### src/rtl/uart_tx_fifo.sv
// uart_tx_fifo: UART transmitter with a small input FIFO.
// Parametrised data width, runtime baud prescaler, optional even/odd parity
// and 1 or 2 stop bits. Frame configuration is captured when a word is popped,
// so input changes never disturb the frame already on the line. Frames run
// back-to-back while the FIFO holds data.
module uart_tx_fifo #(
  parameter int WIDTH      = 8,
  parameter int DEPTH      = 4,
  parameter int PRESCALE_W = 8
) (
  input  logic                       CLK,
  input  logic                       Reset,
  input  logic [PRESCALE_W-1:0]      Prescale,
  input  logic                       Parity_EN,
  input  logic                       Parity_type,
  input  logic                       Stop_2,
  input  logic                       Data_valid,
  input  logic [WIDTH-1:0]           Data,
  output logic                       Ready,
  output logic                       Busy,
  output logic [$clog2(DEPTH):0]     Fifo_count,
  output logic                       Tx_out
);

  localparam int AW = (DEPTH > 1) ? $clog2(DEPTH) : 1;
  localparam int CW = $clog2(DEPTH) + 1;
  localparam int BW = $clog2(WIDTH);
  localparam logic [BW-1:0] LAST_BIT   = BW'(WIDTH - 1);
  localparam logic [CW-1:0] FULL_COUNT = CW'(DEPTH);

  typedef enum logic [2:0] {
    IDLE   = 3'd0,
    START  = 3'd1,
    DATA   = 3'd2,
    PARITY = 3'd3,
    STOP   = 3'd4
  } state_t;

  // Parity bit for a word: even parity gives ^d, odd parity inverts it.
  function automatic logic parity_calc(input logic [WIDTH-1:0] d, input logic odd);
    return (^d) ^ odd;
  endfunction

  // FIFO storage and pointers
  logic [WIDTH-1:0]      mem_r [DEPTH];
  logic [AW-1:0]         wr_ptr_r;
  logic [AW-1:0]         rd_ptr_r;
  logic [CW-1:0]         count_r;
  logic [CW-1:0]         count_nx_s;
  logic                  push_s;
  logic                  pop_s;
  logic                  fifo_empty_s;
  logic [WIDTH-1:0]      head_s;

  // Transmit FSM and datapath
  state_t                state_r;
  state_t                next_state_s;
  logic [PRESCALE_W-1:0] baud_cnt_r;
  logic [PRESCALE_W-1:0] baud_nx_s;
  logic                  bit_end_s;
  logic [BW-1:0]         bit_idx_r;
  logic [BW-1:0]         bit_nx_s;
  logic                  stop_idx_r;
  logic                  stop_nx_s;
  logic [WIDTH-1:0]      data_r;
  logic [WIDTH-1:0]      data_nx_s;

  // Per-frame configuration captured at pop time
  logic [PRESCALE_W-1:0] presc_r;
  logic                  par_en_r;
  logic                  stop2_r;
  logic                  par_bit_r;

  // Registered outputs
  logic                  tx_r;
  logic                  busy_r;
  logic                  ready_r;
  logic                  tx_d_s;
  logic                  busy_d_s;
  logic                  ready_d_s;

  assign push_s       = Data_valid && ready_r;
  assign fifo_empty_s = (count_r == {CW{1'b0}});
  assign head_s       = mem_r[rd_ptr_r];
  assign bit_end_s    = (baud_cnt_r == presc_r);

  // Occupancy after this edge; a push and a pop together cancel out.
  always_comb begin
    count_nx_s = count_r;
    case ({push_s, pop_s})
      2'b10:   count_nx_s = count_r + CW'(1);
      2'b01:   count_nx_s = count_r - CW'(1);
      default: count_nx_s = count_r;
    endcase
  end

  // FIFO storage write; contents need no reset because pointers define validity.
  always_ff @(posedge CLK) begin
    if (push_s) begin
      mem_r[wr_ptr_r] <= Data;
    end
  end

  // FIFO pointers and count; reset flushes the queue.
  always_ff @(posedge CLK or posedge Reset) begin
    if (Reset) begin
      wr_ptr_r <= {AW{1'b0}};
      rd_ptr_r <= {AW{1'b0}};
      count_r  <= {CW{1'b0}};
    end else begin
      if (push_s) begin
        wr_ptr_r <= wr_ptr_r + AW'(1);
      end
      if (pop_s) begin
        rd_ptr_r <= rd_ptr_r + AW'(1);
      end
      count_r <= count_nx_s;
    end
  end

  // FSM state and bit-timing registers.
  always_ff @(posedge CLK or posedge Reset) begin
    if (Reset) begin
      state_r    <= IDLE;
      baud_cnt_r <= {PRESCALE_W{1'b0}};
      bit_idx_r  <= {BW{1'b0}};
      stop_idx_r <= 1'b0;
      data_r     <= {WIDTH{1'b0}};
    end else begin
      state_r    <= next_state_s;
      baud_cnt_r <= baud_nx_s;
      bit_idx_r  <= bit_nx_s;
      stop_idx_r <= stop_nx_s;
      data_r     <= data_nx_s;
    end
  end

  // Frame configuration latch, loaded together with the popped word.
  always_ff @(posedge CLK or posedge Reset) begin
    if (Reset) begin
      presc_r   <= {PRESCALE_W{1'b0}};
      par_en_r  <= 1'b0;
      stop2_r   <= 1'b0;
      par_bit_r <= 1'b0;
    end else if (pop_s) begin
      presc_r   <= Prescale;
      par_en_r  <= Parity_EN;
      stop2_r   <= Stop_2;
      par_bit_r <= parity_calc(head_s, Parity_type);
    end
  end

  // Next-state logic: walks START, DATA, PARITY, STOP and chains frames.
  always_comb begin
    next_state_s = state_r;
    pop_s        = 1'b0;
    bit_nx_s     = bit_idx_r;
    stop_nx_s    = stop_idx_r;
    data_nx_s    = data_r;
    if (state_r == IDLE) begin
      baud_nx_s = {PRESCALE_W{1'b0}};
    end else if (bit_end_s) begin
      baud_nx_s = {PRESCALE_W{1'b0}};
    end else begin
      baud_nx_s = baud_cnt_r + PRESCALE_W'(1);
    end
    case (state_r)
      IDLE: begin
        if (!fifo_empty_s) begin
          pop_s        = 1'b1;
          data_nx_s    = head_s;
          next_state_s = START;
        end else begin
          next_state_s = IDLE;
        end
      end
      START: begin
        if (bit_end_s) begin
          bit_nx_s     = {BW{1'b0}};
          next_state_s = DATA;
        end else begin
          next_state_s = START;
        end
      end
      DATA: begin
        if (bit_end_s) begin
          data_nx_s = {1'b0, data_r[WIDTH-1:1]};
          if (bit_idx_r == LAST_BIT) begin
            stop_nx_s    = 1'b0;
            next_state_s = par_en_r ? PARITY : STOP;
          end else begin
            bit_nx_s     = bit_idx_r + BW'(1);
            next_state_s = DATA;
          end
        end else begin
          next_state_s = DATA;
        end
      end
      PARITY: begin
        if (bit_end_s) begin
          stop_nx_s    = 1'b0;
          next_state_s = STOP;
        end else begin
          next_state_s = PARITY;
        end
      end
      STOP: begin
        if (bit_end_s) begin
          if (stop2_r && !stop_idx_r) begin
            stop_nx_s    = 1'b1;
            next_state_s = STOP;
          end else if (!fifo_empty_s) begin
            pop_s        = 1'b1;
            data_nx_s    = head_s;
            next_state_s = START;
          end else begin
            next_state_s = IDLE;
          end
        end else begin
          next_state_s = STOP;
        end
      end
      default: begin
        next_state_s = IDLE;
      end
    endcase
  end

  // Output decode from the upcoming state so the pins change with the state.
  always_comb begin
    case (next_state_s)
      IDLE:    tx_d_s = 1'b1;
      START:   tx_d_s = 1'b0;
      DATA:    tx_d_s = data_nx_s[0];
      PARITY:  tx_d_s = par_bit_r;
      STOP:    tx_d_s = 1'b1;
      default: tx_d_s = 1'b1;
    endcase
    busy_d_s  = (next_state_s != IDLE) || (count_nx_s != {CW{1'b0}});
    ready_d_s = (count_nx_s < FULL_COUNT);
  end

  // Output registers: glitch-free serial line and status flags.
  always_ff @(posedge CLK or posedge Reset) begin
    if (Reset) begin
      tx_r    <= 1'b1;
      busy_r  <= 1'b0;
      ready_r <= 1'b1;
    end else begin
      tx_r    <= tx_d_s;
      busy_r  <= busy_d_s;
      ready_r <= ready_d_s;
    end
  end

  assign Tx_out     = tx_r;
  assign Busy       = busy_r;
  assign Ready      = ready_r;
  assign Fifo_count = count_r;

endmodule

### config.mk
export PLATFORM = sky130hd
export DESIGN_NAME = uart_tx_fifo
export DESIGN_NICKNAME = d
export VERILOG_FILES = /design/src/rtl/uart_tx_fifo.sv
export SDC_FILE = /design/constraint.sdc
export NUM_CORES = 1
export LEC_CHECK = 0
export ABC_AREA = 1
export BUFFER_PORTS_ARGS = -buffer_cell sky130_fd_sc_hd__buf_2
export CAP_MARGIN = 20
export CORE_MARGIN = 1
export CORE_UTILIZATION = 60
export DETAILED_ROUTE_END_ITERATION = 7
export PLACE_DENSITY = 0.89
export SYNTH_ARGS = -nofsm -noshare
export SYNTH_HDL_FRONTEND = slang
export SYNTH_SLANG_ARGS = --single-unit
### constraint.sdc
create_clock -name CLK -period 3.3 [get_ports CLK]
set_input_delay 0.825 -clock CLK [delete_from_list [all_inputs] [get_ports CLK]]
set_output_delay 0.825 -clock CLK [all_outputs]
set_load 0.05 [all_outputs]
==> metrics.csv, run 1 <==
metric,value,unit
post-DP HPWL,5145,microns
Finish-stage setup viols,0,
Worst-Margin Slew,0.8276,ns
GRT Overall Usage,0.2549,
post-synthesis cell type count,35,
vias per cell,5.268,
crit path kind,register to register,
Final min period,2.888,ns
Startpoint Class,register,
die area,6799,sq um
"Clk Latency, worst-skew pair",0.35,ns
core area,6096,sq um
Num CTS Buffers,9,
"top cells by area, synth","dfrtp_1 27%, edfxtp_1 25%, nand2_1 18%, nand3_1 4.6%, inv_1 4.6%",
status,finished clean,
Static Leakage,2.061,nW
# diodes,0,
initial antenna violation count,0,
crit-path max FO,25,
cell area after layout,4263,sq um
hold_buf cts,0,
RePlAce Congestion,0.9577,
die height,82.46,microns
power density cells,926.6,nW/um^2
skew final,0.007523,ns
area growth from synthesis to layout,9.762,%
fin crit share,0.8751,
Iteration-0 DRC Markers,182,
Clock Path Buffers,2,
sequential area share after synthesis,0.5316,
Synth Register Bits,76,
largest net degree at the start of global routing,26,
"leading cell type in the layout, fill and taps excluded",nand2_1,
endpoint class of the critical path,register,
Placed Area,4071,sq um
Slew headroom,0.4462,
vias in the first global route,2850,
Clock Pin Slew Worst Setup and Hold Paths,0.08,ns
area share of the largest cell type after synthesis,0.2706,
CTS Root Cell,clkbuf_8,
RSZ-0062 raised after global routing,no,
yosys warns,0,
Final nets,526,
setup tns final,0,ns
wire per inst,12.97,microns
I/O pin cnt,28,
Post-Synthesis Cell Area,3884,sq um
Rows,28,
PortBufs,27,
Initial Utilization,0.6371,
Post-Syn Nets,494,
clock sink count,76,
Mapped Cells,463,
routed vias,3029,
"Avg Cell Area, Syn",8.388,sq um
Max Cap Viol,0,
postcts setup bufs,0,
die width,82.46,microns
"Req. time, crit path",3.52,ns
"antenna viol nets, final",0,
Max Clk Rate,346.3,MHz
htree depth,3,
Pre-antenna DRT Iters,5,
worst min path class,register to register,
layout cells sized above 1,0.1300,
Peak supply drop,0.6851,mV
CTS tree,done,
Pins Over Slew Limit,0,
Fillers,452,
"commonest cells after routing, fill and taps aside","183 x nand2_1, 47 x inv_1, 42 x dfrtp_1",
WL final,7459,microns
Congestion Overflow GR,0,
CTS resizes,0,
first-pass GRT wire length,12590,microns
Yosys top cell by area,dfrtp_1,
Arrival @ worst endpoint,3.11,ns
# DRC,0,
Fin. Hold Viols,0,
## registers in the layout, summed over array words and instances, names as in the netlist, 2 cells and up
| name | count |
|---|---|
| data_r | 8 |
| rd_ptr_r | 2 |
| Fifo_count | 3 |
| presc_r | 8 |
| bit_idx_r | 3 |
| state_r | 3 |
| mem_r | 32 |
| baud_cnt_r | 8 |
| wr_ptr_r | 2 |
## synthesized netlist by cell type (all sizes together)
library cell,n
xnor2,4
o2111ai,1
and2,1
nand3,39
fa,1
a32o,1
edfxtp,32
o211ai,1
clkinv,1
nor3,3
nand3b,1
a21oi,5
dfrtp,42
clkbuf,1
nor2,37
mux2i,1
buf,7
xor2,8
nand2,187
ha,8
dfstp,2
nand4,2
inv,53
o21ai,24
o22a,1
## metal layers
layer  vias up  routed length [microns]  GRT usage
li1       1526                        -          -
met1      1399                     3384     0.3275
met2        85                     3540     0.4124
met3        19                      367    0.05275
met4         0                      167     0.1228
met5         -                        0          0
## worst max-delay path, stage by stage (launching register included)
cell	delay, ns
dfrtp_1	0.39
inv_1	0.09
nand3_1	0.22
inv_1	0.21
nor2_1	0.16
nand3_2	0.10
nand2_4	0.24
ha_1	0.20
inv_1	0.06
fa_1	0.37
a21oi_1	0.14
o21ai_0	0.11
xor2_1	0.18
nor3_1	0.17
nand4_1	0.12
## worst paths after layout
check	start	to	slack, ns	cells after the start
max in group asynchronous	Reset	Tx_out	2.03	3
max	Fifo_count[0]	Busy	0.41	14
min reg2reg	stop_idx_r	stop_idx_r	0.49	2
max reg2reg	Fifo_count[0]	Busy	0.41	14
min	stop_idx_r	stop_idx_r	0.49	2
min in group asynchronous	Reset	presc_r[5]	0.51	2
## power breakdown
group          total, W  switching [W]  leakage, nW  internal, W
Sequential      0.00146       0.000194        0.840      0.00127
Clock          0.000697       0.000347       0.0927     0.000349
Combinational   0.00179        0.00123         1.13     0.000561
Total           0.00395        0.00177         2.06      0.00218
## layout make-up
cell class / count / area [sq um] / area share
well taps: 75 / 93.84 / 0.02201
flip-flops and latches: 76 / 2064 / 0.4843
multi-input cells: 325 / 1560 / 0.3660
repair buffers: 29 / 150.1 / 0.03522
inverters: 54 / 202.7 / 0.04755
clock inverters: 6 / 63.81 / 0.01497
clock buffers: 10 / 127.6 / 0.02994
## cells by family (layout without fill, tap and decap cells)
kind of cell,after synthesis,in the layout,synth area share
compound gates,33,33,0.04736
xor+xnor,12,12,0.02706
fa+ha+maj,9,9,0.03093
buf+inv,62,99,0.06668
flops,76,76,0.5316
mux,1,1,0.002577
simple gates,270,270,0.2938
## through the flow
step	instances	hold slack [ns]	utilization	setup slack [ns]	total power, W
2_1_floorplan	463	0.4432	-	0.4599	0.002881
3_3_place_gp	559	0.4727	0.6679	0.5346	0.003148
3_5_place_dp	559	0.4765	0.6679	0.4202	0.003239
4_1_cts	575	0.4947	0.6993	0.3950	0.003944
5_1_grt	575	0.5313	0.6993	0.07901	0.004276
6_report	575	0.4938	0.6993	0.4123	0.003950
Power figures use the tool's default switching activity.
==> run 2, diff against run 1 <==
ABC_AREA = default   (was 1)
CORE_UTILIZATION = 59   (was 60)
SLEW_MARGIN = 40   (was default)
==> run 2 against run 1 <==
Against the previous run:
- count of clock-buffer cells in the layout fell by 1
- cell area fell by 12%
- synthesized cell count fell by 42%
- global-route usage fell by 2.3 points
- register-to-register slack got worse by 0.04 ns
- area after synthesis fell by 12%
- critical path depth fell by 1
- wire length fell by 18%
- sequential power rose by 4%
- power fell by 13%
- critical path type unchanged
- largest power group is now registers
==> metrics.csv, run 2 <==
metric,value,unit,change
busiest metal layer after global routing,met2,,
met3 Usage GRT,0.06353,,+0.01078
clock sink count,76,,unchanged
post-synthesis cell type count,45,,+29%
Post-Syn Nets,299,,-39%
WHS Path Cells,2,,unchanged
PortBufs,27,,unchanged
Clock Path Buffers,2,,unchanged
endpoint class of the critical path,register,,
Fin. Hold Viols,0,,unchanged
Final min period,2.925,ns,+0.03768 ns
"antenna viol nets, final",0,,unchanged
yosys warns,0,,unchanged
Clock Pin Slew Worst Setup and Hold Paths,0.08,ns,about the same
r2r startpoint,baud_cnt_r[0],,
# DRC,0,,unchanged
Finish-stage setup viols,0,,unchanged
"CP delay by family, top",simple AND/OR/NAND/NOR gates,,
Mapped Cells,268,,-42%
sequential area share after synthesis,0.6059,,+0.07438
"count leader, synth",nand2_1,,
Post-synth EDFFs,32,,unchanged
Synth Register Bits,76,,unchanged
die area,6082,sq um,-11%
# diodes,0,,unchanged
Max Clk Rate,341.8,MHz,-1.3%
initial antenna violation count,0,,unchanged
"top cells by area, synth","dfrtp_1 31%, edfxtp_1 28%, nand2_1 5.6%, xnor2_1 4.6%, mux4_1 3.1%",,
"Req. time, crit path",3.51,ns,about the same
I/O pin cnt,28,,unchanged
die width,77.99,microns,-5.4%
top post-synthesis cells by count,"51 x nand2_1, 42 x dfrtp_1, 32 x edfxtp_1, 18 x xnor2_1, 14 x inv_1",,
CP cell instances,"xnor2_1, nand4_1, o31ai_1, nand2_1, inv_1, ha_1, inv_1, fa_1, xor2_1, nor2_1, xor2_1, nor3_1, nand4b_1",,
CTS resizes,0,,unchanged
Slowest cell on crit path,dfrtp_1,,
Largest register FFs,32,,unchanged
area share of the largest cell type after synthesis,0.3085,,+0.03786
Worst-Margin Slew,0.6229,ns,-0.2047 ns
hold_buf cts,0,,unchanged
setup tns final,0,ns,unchanged
area growth from synthesis to layout,10.50,%,
CP peak stage delay,0.46,ns,+0.07 ns
Arrival @ worst endpoint,3.14,ns,+0.03 ns
crit-path max FO,6,,-76%
Iteration-0 DRC Markers,219,,+20%
Pins Over Slew Limit,0,,unchanged
Main synth FF type,dfrtp_1,,
Max Cap Viol,0,,unchanged
core area,5540,sq um,-9.1%
RePlAce Congestion,0.8612,,-10%
Pre-antenna DRT Iters,4,,-1
Rows,27,,-3.6%
fraction of registers with async set/reset,0.5789,,unchanged
WHS,0.4933,ns,-0.0005280 ns
Static Leakage,1.623,nW,-21%
skew final,0.008154,ns,+0.0006309 ns
WP buf/inv,2,,-1
Reg2Reg Depth,13,,-1
layout cells sized above 1,0.1908,,+0.06079
Congestion Overflow GR,0,,unchanged
worst min path class,register to register,,
Peak supply drop,0.5864,mV,-14%
vias per cell,5.580,,+5.9%
RSZ-0062 raised after global routing,no,,
post-DP HPWL,4353,microns,-15%
Final nets,330,,-37%
"commonest cells after routing, fill and taps aside","51 x nand2_1, 42 x dfrtp_1, 32 x edfxtp_1",,
"Clk Latency, worst-skew pair",0.35,ns,about the same
Initial Utilization,0.6150,,-0.02216
GRT Overall Usage,0.2319,,-0.02300
die height,77.99,microns,-5.4%
Reg2Reg Capture Point,Busy,,
"leading cell type in the layout, fill and taps excluded",nand2_1,,
status,finished clean,,
first-pass GRT wire length,10400,microns,-17%
met1 Use GR,0.2971,,-0.03034
postcts setup bufs,0,,unchanged
M2 GR Usage,0.3770,,-0.03541
Yosys top cell by area,dfrtp_1,,
"Avg Cell Area, Syn",12.71,sq um,+52%
CTS Root Cell,clkbuf_8,,
reg2reg setup slack,0.37,ns,-0.04 ns
crit path kind,register to register,,
WL final,6146,microns,-18%
Startpoint Class,register,,
largest net degree at the start of global routing,45,,+73%
Reg with most FFs,mem_r,,
routed vias,2098,,-31%
wire per inst,16.35,microns,+26%
CTS tree,done,,
power density cells,910.4,nW/um^2,-1.7%
Worst Hold End,bit_idx_r[1],,
Hold Crit Start,bit_idx_r[1],,
htree depth,3,,unchanged
Post-Synthesis Cell Area,3407,sq um,-12%
Slew headroom,0.5815,,+0.1353
fin crit share,0.8865,,+0.01142
vias in the first global route,2179,,-24%
Num CTS Buffers,9,,unchanged
-- run 2: cell types whose count changed in the layout (fill, tap and decap cells not counted), sizes merged, moves of 8 or more --
| cell | before | now |
|---|---|---|
| nand2 | 187 | 51 |
| inv | 53 | 15 |
| nand3 | 39 | 6 |
| nor2 | 37 | 12 |
| o21ai | 24 | 6 |
| xnor2 | 4 | 20 |
| mux4 | 0 | 8 |
-- run 2: cells by family after synthesis --
kind of cell,count (synthesis),share of synthesized area
buffers and inverters,24,0.03488
AO/OA/AOI/OAI,29,0.06097
flip-flops,76,0.6059
AND/OR/NAND/NOR,91,0.1201
multiplexers,11,0.06647
adder cells (fa/ha/maj),9,0.03526
XOR/XNOR,28,0.07639
-- run 2: area by class of cell --
class	count	area, sq um
clock buffers	9	123.9
clock inverters	7	52.55
fillers	392	1775
inverters	14	52.55
multi-input cells	168	1224
flip-flops and latches	76	2064
well taps	72	90.09
repair buffers	30	157.7
-- run 2: worst max path at each step --
stage             startpoint  endpoint  slack (ns)  depth (start not counted)
2_1_floorplan  baud_cnt_r[0]      Busy        0.58                         14
3_3_place_gp   baud_cnt_r[2]      Busy        0.65                         13
3_5_place_dp   baud_cnt_r[2]      Busy        0.38                         13
4_1_cts        baud_cnt_r[2]      Busy        0.35                         13
5_1_grt        baud_cnt_r[2]      Busy        0.11                         13
6_report       baud_cnt_r[0]      Busy        0.37                         13
-- run 2: worst min-delay path, cell delays in order, from the launching register on --
cell,delay [ns]
dfrtp_1,0.36
nand2_1,0.05
o21ai_0,0.06
-- run 2: per-layer routing --
| metal | wire length, microns | part of all wire |
|---|---|---|
| met5 | 0 | 0 |
| met3 | 299 | 0.049 |
| met1 | 2665 | 0.43 |
| met4 | 125 | 0.020 |
| met2 | 3056 | 0.50 |
-- run 2: through the flow --
stage               area [sq um]  worst slack, ns    util  total power, W  cells
floorplan                   3407           0.5760       -        0.002527    268
global placement            3588           0.6525  0.6477        0.002734    360
detailed placement          3588           0.3818  0.6477        0.002798    360
CTS                         3765           0.3504  0.6795        0.003440    376
global route                3765           0.1128  0.6795        0.003641    376
finish                      3765           0.3746  0.6795        0.003427    376
-- run 2: power breakdown --
group	internal [W]	switching (W)	total, W
Sequential	0.00128	0.000247	0.00152
Clock	0.000274	0.000351	0.000626
Combinational	0.000572	0.000706	0.00128
Total	0.00212	0.00130	0.00343
==> run 3, diff against run 2 <==
PLACE_DENSITY = 0.91   (was 0.89)
==> run 3 against run 2 <==
Against the previous run:
- utilization is essentially flat
- non-clock buffer count stayed put
- power shrank 0.55%
- highest routed layer unchanged
- clock power is essentially flat
- combinational power hardly changed
- hold slack improved by 0.0056 ns
- worst setup slack improved by 0.028 ns
- cell area barely moved
- largest cell class unchanged
==> metrics.csv, run 3 (synthesis results as in run 2) <==
metric,value,unit,change
Slowest cell on crit path,dfrtp_1,,
die area,6082,sq um,unchanged
cell area after layout,3762,sq um,about the same
Critical Path Sink,Busy,,
Startpoint Class,register,,
first-pass GRT wire length,9660,microns,-7.1%
hold_buf cts,0,,unchanged
Reg2Reg Depth,13,,unchanged
Static Leakage,1.627,nW,+0.26%
fin worst setup slack,0.4022,ns,+0.02759 ns
Final nets,330,,unchanged
Peak supply drop,0.6722,mV,+15%
"Clk Latency, worst-skew pair",0.34,ns,about the same
Slew headroom,0.6203,,+0.03875
worst min path class,register to register,,
htree depth,3,,unchanged
# diodes,0,,unchanged
PortBufs,27,,unchanged
CP cell instances,"xnor2_1, nand4_1, o31ai_1, nand2_1, inv_1, ha_1, inv_1, fa_1, xor2_1, nor2_1, xor2_1, nor3_1, nand4b_1",,
"commonest cells after routing, fill and taps aside","51 x nand2_1, 42 x dfrtp_1, 32 x edfxtp_1",,
Pins Over Slew Limit,0,,unchanged
# DRC,0,,unchanged
Largest register FFs,32,,unchanged
vias in the first global route,2129,,-2.3%
routed vias,2078,,-0.95%
WP buf/inv,2,,unchanged
r2r startpoint,baud_cnt_r[0],,
Congestion Overflow GR,0,,unchanged
Clock Path Buffers,2,,unchanged
Pre-antenna DRT Iters,5,,+1
Iteration-0 DRC Markers,251,,+15%
CTS tree,done,,
Rows,27,,unchanged
setup tns final,0,ns,unchanged
reg2reg setup slack,0.40,ns,+0.03 ns
"antenna viol nets, final",0,,unchanged
"Req. time, crit path",3.52,ns,about the same
Placed Area,3588,sq um,unchanged
CTS resizes,0,,unchanged
RePlAce Congestion,0.8259,,-4.1%
skew final,0.005650,ns,-0.002504 ns
crit-path max FO,6,,unchanged
WL final,5877,microns,-4.4%
GRT Overall Usage,0.2158,,-0.01606
Worst-Margin Slew,0.5652,ns,-0.05768 ns
Fillers,379,,-3.3%
largest net degree at the start of global routing,45,,unchanged
Max Clk Rate,345.1,MHz,+0.95%
Final min period,2.898,ns,-0.02759 ns
fin crit share,0.8781,,-0.008360
Finish-stage setup viols,0,,unchanged
"CP delay by family, top",simple AND/OR/NAND/NOR gates,,
Reg with most FFs,mem_r,,
vias per cell,5.527,,-0.95%
RSZ-0062 raised after global routing,no,,
die height,77.99,microns,unchanged
Reg2Reg Capture Point,Busy,,
post-DP HPWL,4275,microns,-1.8%
Max Cap Viol,0,,unchanged
crit path kind,register to register,,
Initial Utilization,0.6150,,unchanged
I/O pin cnt,28,,unchanged
layout cells sized above 1,0.1908,,unchanged
"leading cell type in the layout, fill and taps excluded",nand2_1,,
initial antenna violation count,0,,unchanged
clock sink count,76,,unchanged
Num CTS Buffers,9,,unchanged
Crit. Startpoint,baud_cnt_r[0],,
power density cells,906.0,nW/um^2,-0.48%
status,finished clean,,
core area,5540,sq um,unchanged
area growth from synthesis to layout,10.43,%,about the same
Arrival @ worst endpoint,3.11,ns,-0.03 ns
Fin. Hold Viols,0,,unchanged
instance count on the critical path,13,,unchanged
Clock Pin Slew Worst Setup and Hold Paths,0.08,ns,about the same
postcts setup bufs,0,,unchanged
CP peak stage delay,0.45,ns,about the same
wire per inst,15.63,microns,-4.4%
CTS Root Cell,clkbuf_8,,
pre-CTS setup slack,0.5159,ns,+0.1340 ns
endpoint class of the critical path,register,,
die width,77.99,microns,unchanged
run 3: changes by cell type in the layout (fill, tap and decap cells not counted):
cell        delta
clkinvlp_4     -1
clkinv_4       -1
inv_6          +1
clkinv_2       +1
run 3: worst min-delay path by stage:
stage,startpoint,to,slack (ns),depth (start not counted)
floorplan,stop2_r,stop2_r,0.44,2
global placement,par_bit_r,par_bit_r,0.46,2
detailed placement,par_bit_r,par_bit_r,0.48,2
CTS,par_bit_r,par_bit_r,0.50,2
global route,presc_r[7],presc_r[7],0.53,2
finish,par_bit_r,par_bit_r,0.50,2
run 3: where the power goes:
part / internal, W / switching [W] / total, W
registers: 0.00128 / 0.000243 / 0.00152
logic: 0.000571 / 0.000693 / 0.00126
clock network: 0.000275 / 0.000350 / 0.000625
total: 0.00212 / 0.00129 / 0.00341
run 3: worst reg2reg max path: stages (launching register included):
cell	delay [ns]
dfrtp_1	0.45
xnor2_1	0.19
nand4_1	0.23
o31ai_1	0.37
nand2_1	0.11
inv_1	0.08
ha_1	0.19
inv_1	0.07
fa_1	0.38
xor2_1	0.14
nor2_1	0.06
xor2_1	0.17
nor3_1	0.18
nand4b_1	0.13
run 3: area by class of cell:
| type | instances | area [sq um] | share of cell area |
|---|---|---|---|
| flip-flops and latches | 76 | 2064 | 0.5487 |
| multi-input cells | 168 | 1224 | 0.3252 |
| clock buffers | 9 | 123.9 | 0.03292 |
| clock inverters | 7 | 50.05 | 0.01330 |
| inverters | 14 | 52.55 | 0.01397 |
| repair buffers | 30 | 157.7 | 0.04190 |
| well taps | 72 | 90.09 | 0.02394 |
run 3: layer usage:
| layer | track usage | part of all wire | up-vias |
|---|---|---|---|
| met4 | 0.1000 | 0.021 | 0 |
| li1 | - | - | 1001 |
| met5 | 0 | 0 | - |
| met2 | 0.3761 | 0.52 | 46 |
| met3 | 0.04471 | 0.034 | 12 |
| met1 | 0.2574 | 0.43 | 1019 |
run 3: stage by stage:
step / hold WS [ns] / cells / utilization / power, W
6_report: 0.4989 / 376 / 0.6791 / 0.003409
5_1_grt: 0.5269 / 376 / 0.6791 / 0.003616
4_1_cts: 0.4981 / 376 / 0.6791 / 0.003427
3_5_place_dp: 0.4820 / 360 / 0.6477 / 0.002792
3_3_place_gp: 0.4607 / 360 / 0.6477 / 0.002732
2_1_floorplan: 0.4379 / 268 / - / 0.002527
